<file path="src/rtl/fir_mac_serial.sv">
// fir_mac_serial: serial multiply-accumulate FIR engine.
// For each accepted sample the tap index walks 0..NTAPS-1. The index goes out
// to an external coefficient ROM, and the tap comes back in the same cycle.
// Each tap is accumulated against the matching delayed sample from a circular
// delay line. The full-precision result is offered on a valid/ready port.
module fir_mac_serial #(
  parameter int NTAPS  = 16,
  parameter int DATA_W = 16,
  parameter int COEF_W = 16,
  parameter int IDX_W  = 5,
  parameter int ACC_W  = 36
) (
  input  logic                     i_clk,
  input  logic                     i_rst,
  input  logic signed [DATA_W-1:0] i_data,
  input  logic                     i_valid,
  output logic                     o_ready,
  output logic [IDX_W-1:0]         o_coef_idx,
  input  logic signed [COEF_W-1:0] i_coef,
  output logic signed [ACC_W-1:0]  o_data,
  output logic                     o_valid,
  input  logic                     i_ready
);

  localparam int PTR_W = (NTAPS > 1) ? $clog2(NTAPS) : 1;

  typedef enum logic [1:0] {
    IDLE,
    MAC,
    OUT
  } state_e;

  state_e                   state_q;
  logic signed [DATA_W-1:0] line_q [NTAPS];
  logic [PTR_W-1:0]         wrPtr_q;
  logic [PTR_W-1:0]         k_q;
  logic signed [ACC_W-1:0]  acc_q;
  logic signed [ACC_W-1:0]  oData_q;
  logic                     oValid_q;

  logic [PTR_W-1:0]         rdPtr;
  logic signed [DATA_W-1:0] tapSample;
  logic signed [ACC_W-1:0]  coefExt;
  logic signed [ACC_W-1:0]  sampleExt;
  logic signed [ACC_W-1:0]  product;
  logic signed [ACC_W-1:0]  acc_d;

  // The newest sample sits at wrPtr_q and pairs with tap 0. Tap k reads
  // k entries back. The subtraction wraps naturally at PTR_W bits because
  // NTAPS is a power of two.
  assign rdPtr     = wrPtr_q - k_q;
  assign tapSample = line_q[rdPtr];
  assign coefExt   = {{(ACC_W-COEF_W){i_coef[COEF_W-1]}}, i_coef};
  assign sampleExt = {{(ACC_W-DATA_W){tapSample[DATA_W-1]}}, tapSample};
  assign product   = coefExt * sampleExt;
  assign acc_d     = acc_q + product;

  // Reset holds o_ready low. Otherwise the block is ready only when idle.
  assign o_ready    = (state_q == IDLE) && !i_rst;
  assign o_coef_idx = (state_q == MAC) ? IDX_W'(k_q) : '0;
  assign o_data     = oData_q;
  assign o_valid    = oValid_q;

  // Control FSM, delay line and accumulator. Reset discards any partial result.
  always_ff @(posedge i_clk) begin
    if (i_rst) begin
      state_q  <= IDLE;
      for (int i = 0; i < NTAPS; i++) begin
        line_q[i] <= '0;
      end
      wrPtr_q  <= '0;
      k_q      <= '0;
      acc_q    <= '0;
      oData_q  <= '0;
      oValid_q <= 1'b0;
    end else begin
      case (state_q)
        IDLE: begin
          if (i_valid && o_ready) begin
            line_q[wrPtr_q] <= i_data;
            acc_q           <= '0;
            k_q             <= '0;
            state_q         <= MAC;
          end
        end
        MAC: begin
          acc_q <= acc_d;
          if (k_q == PTR_W'(NTAPS - 1)) begin
            oData_q  <= acc_d;
            oValid_q <= 1'b1;
            wrPtr_q  <= wrPtr_q + PTR_W'(1);
            state_q  <= OUT;
          end else begin
            k_q <= k_q + PTR_W'(1);
          end
        end
        OUT: begin
          if (i_ready) begin
            oValid_q <= 1'b0;
            state_q  <= IDLE;
          end
        end
        default: state_q <= IDLE;
      endcase
    end
  end

endmodule

</file>
<file path="config.mk">
export PLATFORM = sky130hd
export DESIGN_NAME = fir_mac_serial
export DESIGN_NICKNAME = d
export VERILOG_FILES = /design/src/rtl/fir_mac_serial.sv
export SDC_FILE = /design/constraint.sdc
export NUM_CORES = 1
export LEC_CHECK = 0
export ABC_AREA = 1
export CAP_MARGIN = 20
export CORE_MARGIN = 8
export CORE_UTILIZATION = 55
export CTS_BUF_LIST = sky130_fd_sc_hd__clkbuf_16
export DETAILED_ROUTE_END_ITERATION = 12
export PLACE_DENSITY = 0.69
export RECOVER_POWER = 50
export SKIP_LAST_GASP = 1
export SLEW_MARGIN = 25
export SYNTH_ARGS = -nofsm -noshare
export SYNTH_HDL_FRONTEND = slang
export SYNTH_SLANG_ARGS = --single-unit
</file>
<file path="constraint.sdc">
create_clock -name i_clk -period 8.5 [get_ports i_clk]
set_clock_uncertainty 0.2 [all_clocks]
set_input_delay 1.7 -clock i_clk [delete_from_list [all_inputs] [get_ports i_clk]]
set_output_delay 1.7 -clock i_clk [all_outputs]
set_load 0.01 [all_outputs]
</file>
### Word-level counts from Yosys, hierarchy flattened

Memories as Yosys holds them, arrays and structs flattened.
Cells that the tools add are included.

| word-level totals | value |
|---|---|
| bits in registers | 83 |
| RAM bits | 256 |
| input bits | 36 |
| output and inout bits | 43 |
| logic and storage cells | 53 |
| memories | 1 |

| operators by class | value |
|---|---|
| add/subtract/negate cells | 4 |
| multipliers | 1 |
| equal/unequal tests | 7 |
| multiplexer cells | 22 |
| reductions and logical operators | 12 |

Memories:

| memory | depth | width | rd ports | clocked after memory_dff | write ports | line | RTL |
|---|---|---|---|---|---|---|---|
| line_q | 16 | 16 | 1 | 0 | 16 | 34 | `logic signed [DATA_W-1:0] line_q [NTAPS];` |

Operators with widths:

| cell | count |
|---|---|
| $pmux 36 s2 | 1 |
| $add 36x32->36 | 1 |
| $mux 36 | 1 |
| $mul 16x16->32 | 1 |
| $mux 16 | 1 |
| $mux 4 | 4 |
| $reduce_or 16->1 | 1 |
| $mux 1 | 9 |
| $reduce_and 3->1 | 3 |
| $add 4x1->4 const B | 2 |
| $pmux 4 s2 | 1 |
| $mux 2 | 3 |
| $pmux 2 s3 | 1 |
| $eq 4x4->1 const B | 1 |
| $ne 2x1->1 const B | 2 |
| $ne 2x2->1 const B | 2 |
| $reduce_and 2->1 | 2 |
| $reduce_bool 2->1 | 2 |
| $sub 4x4->4 | 1 |
| $eq 2x1->1 const B | 1 |
| $eq 2x2->1 const B | 1 |
| $logic_and 1x1->1 | 2 |
| $logic_not 2->1 | 1 |
| $pmux 1 s2 | 1 |
| $logic_not 1->1 | 1 |

### Longest topological paths before layout

Gate-level depths: netlist of run 1.

| depth | value |
|---|---|
| depth after elaboration | 9 |
| gate-level depth with buffers | 41 |
| depth with buffers taken out | 37 |

### Least setup slack after synthesis of run 1

OpenSTA, ideal clock, no wires.

| timing | value |
|---|---|
| kind | input-to-reg |
| start point | input port i_coef[15] |
| end point | register acc_q[31] |
| setup time | 0.132 ns |
| data arrival time | 7.117 ns |
| required time | 8.168 ns |
| path slack | 1.051 ns |
| stages | 25 |
| buffers on the path | 1 |
| path through | clkbuf_1 > inv_1 > nor2_1 > inv_1 > fa_1 > inv_1 > fa_1 > inv_1 > fa_1 > fa_1 > inv_1 > fa_1 > inv_1 > fa_1 > inv_1 > ha_1 > nand2_1 > nor2_1 > inv_1 > nor3_1 > nand4_1 > nand2_1 > nand2_1 > nand3_1 > a21oi_1 |

| on the way | value |
|---|---|
| cells in the longest elaborated chain, start to end | 3 |

RTL lines:

| item | line | RTL |
|---|---|---|
| start: declaration | 19 | `input logic signed [COEF_W-1:0] i_coef,` |
| $mul 16x16->32 | 55 | `assign product = coefExt * sampleExt;` |
| $add 36x32->36 | 56 | `assign acc_d = acc_q + product;` |
| $pmux 36 s2 | 77 | `case (state_q)` |
| end signal: assignment | 73 | `acc_q <= '0;` |
| end signal: assignment | 81 | `acc_q <= '0;` |
| end signal: assignment | 87 | `acc_q <= acc_d;` |
| end: declaration | 37 | `logic signed [ACC_W-1:0] acc_q;` |

Every way passes these cells.
A chain may end at the register's enable or synchronous reset.

### Final worst setup path of run 1

| timing | value |
|---|---|
| start point | register k_q[0] |
| end point | register oData_q[31] (netlist: o_data[31]) |

| on the way | value |
|---|---|
| cells in the longest elaborated chain, start to end | 4 |
| elaborated cells between the ends (all ways) | 6 |
| those cells by class | add/sub (2); mul (1); eq/ne (1); reduce/logical (1); memory (1) |

RTL lines:

| item | line | RTL |
|---|---|---|
| start: declaration | 36 | `logic [PTR_W-1:0] k_q;` |
| start signal: assignment | 94 | `k_q <= k_q + PTR_W'(1);` |
| $sub 4x4->4 | 51 | `assign rdPtr = wrPtr_q - k_q;` |
| $mem_v2 16x16 | -- |  |
| $mul 16x16->32 | 55 |  |
| $add 36x32->36 | 56 |  |
| end signal: assignment | 74 | `oData_q <= '0;` |
| end signal: assignment | 89 | `oData_q <= acc_d;` |
| end: declaration | 38 | `logic signed [ACC_W-1:0] oData_q;` |

Several ways; a longest one is shown, not always the timed one.

==> results.md, run 1 <==
* CTS tree: yes
* Via-to-Cell Ratio at 5.63
* Initial antenna violation count at 1
* Number of synthesized flops with an enable pin at between 200 and 300
* Core area at 48500 um2
* Final instance area at 29400 um2
* CTS buffer count at 39
* Root Driver: clkbuf_16
* Via count at 20600
* GRT overflow at 0
* Die area at 56100 um2
* Slew Limit Fails at 0
* DRT antenna net count at 0
* R2R setup slack at 0.42 ns
* GPL Wtd Cong at 0.979
* Post-synth top flop: edfxtp_1
* DP HPWL at 55600 um
* Synthesized flop and latch total at approximately 340
* Initial core utilization at 0.552
* Layout cell share with drive strength beyond 1 at 0.0671
* Netlist cell types at 41
* Synth Cell Area at 26800 um2
* I/O pins at 79
* Hold Crit Endpoint: o_data[0]$_SDFFE_PP0P_
* Final nets at 3481
* HP Class: flip-flop to flip-flop
* Asr flop ratio synth at 0
* # rows at 81
* Area after DPL at 28000 um2
* GR Util All Layers at 0.269
* Largest net degree at the start of global routing at 79
* Minimum clock period at 8.08 ns
* Crit-path slowest cell: fa_2
* CP Class: flip-flop to flip-flop
* Maximum single-stage delay on the critical path at 0.61 ns
* Syn Area/Cell at 9.00 um2
* Port Buf Inserts at 77
* Final setup violation count at 0
* Reg2Reg Depth at 34
* Die Wd at 237 um
* Critical Path End Type: flip-flop
* Detailed Route WL at 75100 um
* R2r endpoint: o_data[31]$_SDFFE_PP0P_
* Clock sink count at around 340
* WL/cell at 20.5 um
* Worst-Skew Late Latency at 0.58 ns
* CTS Buffer Depth at 3
* Sequential share of the synthesized area at 0.349
* Worst setup path startpoint: k_q[0]$_SDFFE_PP0P_
* DRT Pass-1 Iters at 5
* Worst r2r src: k_q[0]$_SDFFE_PP0P_
* Clk slew on worst S/H paths at 0.06 ns
* Outcome: completed
* P&R area growth vs syn at 9.86%
* Buf/Inv on CP at 11
* FMAX at 124 MHz
* Crit path max-delay family: adder cells
* Tightest Pin Transition at 1.35 ns
* WP data required at around 8.7 ns
* Synth Net Count at 3443
* Max transition margin at 0.0967
* H-tree levels at 2
* Worst Path Arrival at a little over 8 ns
* Final Hold Fails at 0
* Most common cell after layout, fill and taps aside: nand2_1
* DRC Markers at 0
* Most used cell, CP: inv_1
* YS warnings at 0
* Min-delay src: o_data[0]$_SDFFE_PP0P_
* Tcrit/Tclk final at 0.951
* Initial drt markers at 2169
* Unrepaired setup endpoints after global routing: false
* First-pass GRT wire length at 119000 um
* Most frequent cells in the layout: 648 x nand2_1, 472 x inv_1, 445 x nor2_1
* CP Launch Type: flip-flop
* Hold_buf cts at 0
* Cells after Synth at around 3000
* Worst-path fanout max at 11
* Die span in y at 237 um
* Maxcap violations at 0
* Vias in the first global route at 21100
* Hold Path Depth at 2
[layer usage]
metal / track usage / share of wire / wire, um / vias to the layer above
met5: 0 / 0 / 0 / -
met4: 0.0652 / 0.023 / 1730 / 0
met3: 0.0557 / 0.094 / 7090 / 118
met2: 0.408 / 0.44 / 33200 / 940
met1: 0.395 / 0.44 / 33100 / 10200
li1: - / - / - / 9366
[cell families after synthesis]
kind of cell,after synthesis,share of synthesized area
compound gates,327,0.0705
xor+xnor,17,0.00556
fa+ha+maj,430,0.289
buf+inv,619,0.0982
flops,339,0.349
other cells,1,0.000140
simple gates,1244,0.187
[flip-flops by register name, summed over array words and instances, names as in the netlist]
| name | count |
|---|---|
| k_q | 4 |
| acc_q | 36 |
| o_data | 36 |
| o_valid | 1 |
| state_q | 2 |
| wrPtr_q | 4 |
| line_q | 256 |
[repair_timing]
action                                  CTS  global route
gates resized for setup                   5            38
endpoints found under the setup margin    2            32
cloned                                    0             3
buffers inserted                          0             5
pin swaps                                 0             5
[stage by stage]
stage | setup TNS, ns | setup slack, ns | std cells | hold slack (ns) | utilization
3_3_place_gp | -0.143 | -0.135 | 3588 | 0.253 | 0.577
5_1_grt | 0 | 0.0471 | 3664 | 0.277 | 0.606
2_1_floorplan | 0 | 1.05 | 2977 | 0.244 | -
4_1_cts | 0 | 0.0325 | 3656 | 0.267 | 0.602
6_report | 0 | 0.418 | 3665 | 0.262 | 0.607
3_5_place_dp | -0.318 | -0.226 | 3588 | 0.258 | 0.577
[how the worst max path moves through the flow]
stage | end | slack, ns | cells past startpoint
final | o_data[31]$_SDFFE_PP0P_ | 0.42 | 34
after global routing | acc_q[28]$_SDFFE_PP0P_ | 0.05 | 33
after CTS | o_data[31]$_SDFFE_PP0P_ | 0.03 | 34
after detailed placement | o_data[31]$_SDFFE_PP0P_ | -0.23 | 31
after global placement | o_data[31]$_SDFFE_PP0P_ | -0.13 | 31
after floorplan | acc_q[31]$_SDFFE_PP0P_ | 1.05 | 25
[Yosys cell counts (29+ instances only)]
master    count  area [um2]
nand2_1     635        2380
inv_1       462        1730
nor2_1      449        1690
fa_1        316        6330
edfxtp_1    256        7690
a21oi_1     205        1030
ha_1        114        1430
dfxtp_1      83        1660
nand3_1      72         360
clkbuf_1     38         143
buf_2        35         175
buf_4        35         263
a22oi_1      30         225
a32o_1       30         300
nand2_2      30         188
o21ai_1      29         145
[tightest hold or removal path: cells and delay by family (launching register included)]
kind	cells	cell delay, ns
DFF	1	0.31
and+or+nand+nor	1	0.06
AOI/OAI and AO/OA	1	0.05
[area by class of cell]
type	instances	area, um2
antenna	1	2.50
fill	4189	19100
multi-input combinational	2019	14900
inverter	480	1820
tap	622	778
sequential	339	9350
clock inverter	29	240
timing repair buffer	136	1360
clock buffer	39	976
Power of run 1 is left out: the tool's default activity adds up to more than one toggle a clock period on the data nets, which glitch-free logic cannot reach.
==> run 2: changes to the inputs <==
--- a/config.mk
+++ b/config.mk
@@ -8,11 +8,12 @@
 export ABC_AREA = 1
 export CAP_MARGIN = 20
 export CORE_MARGIN = 8
-export CORE_UTILIZATION = 55
+export CORE_UTILIZATION = 64
 export CTS_BUF_LIST = sky130_fd_sc_hd__clkbuf_16
 export DETAILED_ROUTE_END_ITERATION = 12
-export PLACE_DENSITY = 0.69
-export RECOVER_POWER = 50
+export HOLD_SLACK_MARGIN = 0.12
+export PLACE_DENSITY = 0.79
+export RECOVER_POWER = 25
 export SKIP_LAST_GASP = 1
 export SLEW_MARGIN = 25
 export SYNTH_ARGS = -nofsm -noshare
==> run 2 against run 1 <==
  * Sequential share of layout area increased by 0.32 points
  * Die area decreased by 13%
  * Maximum frequency down 1.6%
  * Global-route usage is 4.0 points higher
  * Worst hold slack worse by 0.0029 ns
  * Sequential cell count is the same
  * Critical path depth decreased by 3
  * First-iteration DRC count is 8.8% higher
==> results.md, run 2 (synthesized netlist as in run 1, its figures left out) <==
* Outcome: completed
* WL/cell at 20.4 um
* CP Capture Point: o_data[18]$_SDFFE_PP0P_
* Critical Path End Type: flip-flop
* CTS tree: yes
* Root Driver: clkbuf_16
* Maxcap violations at 0
* R2r endpoint: o_data[18]$_SDFFE_PP0P_
* I/O pins at 79
* Initial core utilization at 0.643
* Layout cell share with drive strength beyond 1 at 0.0624
* Worst slack, placed at 0.131 ns
* Clock sink count at between 300 and 400
* Detailed Route WL at between 70000 and 80000 um
* DP HPWL at 54200 um
* DRT antenna net count at 0
* Port Buf Inserts at 77
* GRT overflow at 0
* Reg2Reg Depth at 31
* Worst Path Arrival at 8.48 ns
* R2R setup slack at 0.28 ns
* Via-to-Cell Ratio at slightly below 6
* CP Class: flip-flop to flip-flop
* Worst setup path startpoint: wrPtr_q[0]$_SDFFE_PP0P_
* Via count at 20900
* Most common cell after layout, fill and taps aside: nand2_1
* CTS Buffer Depth at 3
* Hold_buf cts at 0
* Tightest Pin Transition at around 0.9 ns
* P&R area growth vs syn at 8.77%
* Worst r2r src: wrPtr_q[0]$_SDFFE_PP0P_
* Max transition margin at 0.396
* Clk slew on worst S/H paths at 0.06 ns
* GR Util met1 at 0.437
* WP data required at 8.77 ns
* Worst-path fanout max at 17
* Die area at approximately 50000 um2
* # rows at 75
* Largest net degree at the start of global routing at 89
* Initial antenna violation count at 0
* Most used cell, CP: fa_1
* CTS buffer count at 37
* GPL Wtd Cong at 0.972
* Core area at 41700 um2
* # diodes at 0
* HP Class: flip-flop to flip-flop
* Max FFs per register at 256
* Final nets at 3470
* FMAX at about 120 MHz
* DRC Markers at 0
* Most Crowded Layer GR: met2
* H-tree levels at 2
* Initial drt markers at 2360
* Most frequent cells in the layout: 639 x nand2_1, 469 x inv_1, 448 x nor2_1
* GRT met2 Usage at 0.474
* Final instance area at 29200 um2
* Area after DPL at between 20000 and 30000 um2
* Die Wd at 221 um
* Crit-path slowest cell: fa_1
* Final Hold Fails at 0
* Die span in y at 221 um
* Worst-Skew Late Latency at 0.56 ns
* Slew Limit Fails at 0
* Tcrit/Tclk final at 0.966
* Reg with most FFs: line_q
* Vias in the first global route at 21400
* Met3 GRT Util at 0.0813
* PnR worst setup slack at between 0.2 and 0.3 ns
* CP Launch Type: flip-flop
* Minimum clock period at just over 8 ns
* Min-delay src: o_data[35]$_SDFFE_PP0P_
* GR Util All Layers at 0.309
* Maximum single-stage delay on the critical path at 0.57 ns
* First-pass GRT wire length at 116000 um
* DRT Pass-1 Iters at 6
* Final setup violation count at 0
run 2: cell count changes in the layout (fill, tap and decap cells not counted), moves of 4 or more:
| cell | delta |
|---|---|
| a21oi_1 | +4 |
| a21oi_2 | -4 |
| buf_4 | -5 |
| ha_1 | +4 |
| ha_2 | -4 |
| nand2_1 | -9 |
| nand2_2 | +8 |
run 2: timing repair:
item | CTS | global route
resized for setup | 0 | 26
endpoints found under the setup margin | 0 | 40
setup buffers | 0 | 2
run 2: worst max-delay path, delay by kind of cell, from the launching register on:
family / cells / cell delay (ns)
adders and majority gates: 9 / 4.11
AOI/OAI and AO/OA: 7 / 1.20
buffers and inverters: 8 / 1.12
and+or+nand+nor: 6 / 0.74
DFF: 1 / 0.41
xor gates and xnor gates: 1 / 0.35
run 2: through the flow:
stage / hold slack [ns] / util / instances / TNS [ns]
final: 0.259 / 0.700 / 3567 / 0
after global routing: 0.277 / 0.700 / 3567 / -0.0554
after CTS: 0.266 / 0.697 / 3564 / 0
after detailed placement: 0.256 / 0.668 / 3501 / 0
after global placement: 0.254 / 0.668 / 3501 / 0
after floorplan: 0.244 / - / 2977 / 0
run 2: layout make-up:
class,count,area [um2]
timing repair buffer,126,1210
fill,3166,12500
multi-input combinational,2019,14900
inverter,480,1820
clock buffer,39,976
sequential,339,9350
tap,539,674
timing repair inverter,1,6.26
clock inverter,24,235
run 2: routing by layer:
metal  part of all wire  wire length [um]  vias to the layer above
li1                   -                 -                     9340
met1               0.41             29600                    10200
met2               0.45             32700                     1194
met3               0.12              8680                      141
met4              0.024              1760                        0
met5                  0                 0                        -
run 2: how the worst min path moves through the flow:
stage / end / slack, ns / cells after the start
2_1_floorplan: acc_q[4]$_SDFFE_PP0P_ / 0.24 / 2
3_3_place_gp: acc_q[0]$_SDFFE_PP0P_ / 0.25 / 2
3_5_place_dp: o_data[9]$_SDFFE_PP0P_ / 0.26 / 2
4_1_cts: o_data[35]$_SDFFE_PP0P_ / 0.27 / 2
5_1_grt: o_data[35]$_SDFFE_PP0P_ / 0.28 / 2
6_report: o_data[35]$_SDFFE_PP0P_ / 0.26 / 2
Power of run 2 is left out for the same reason.
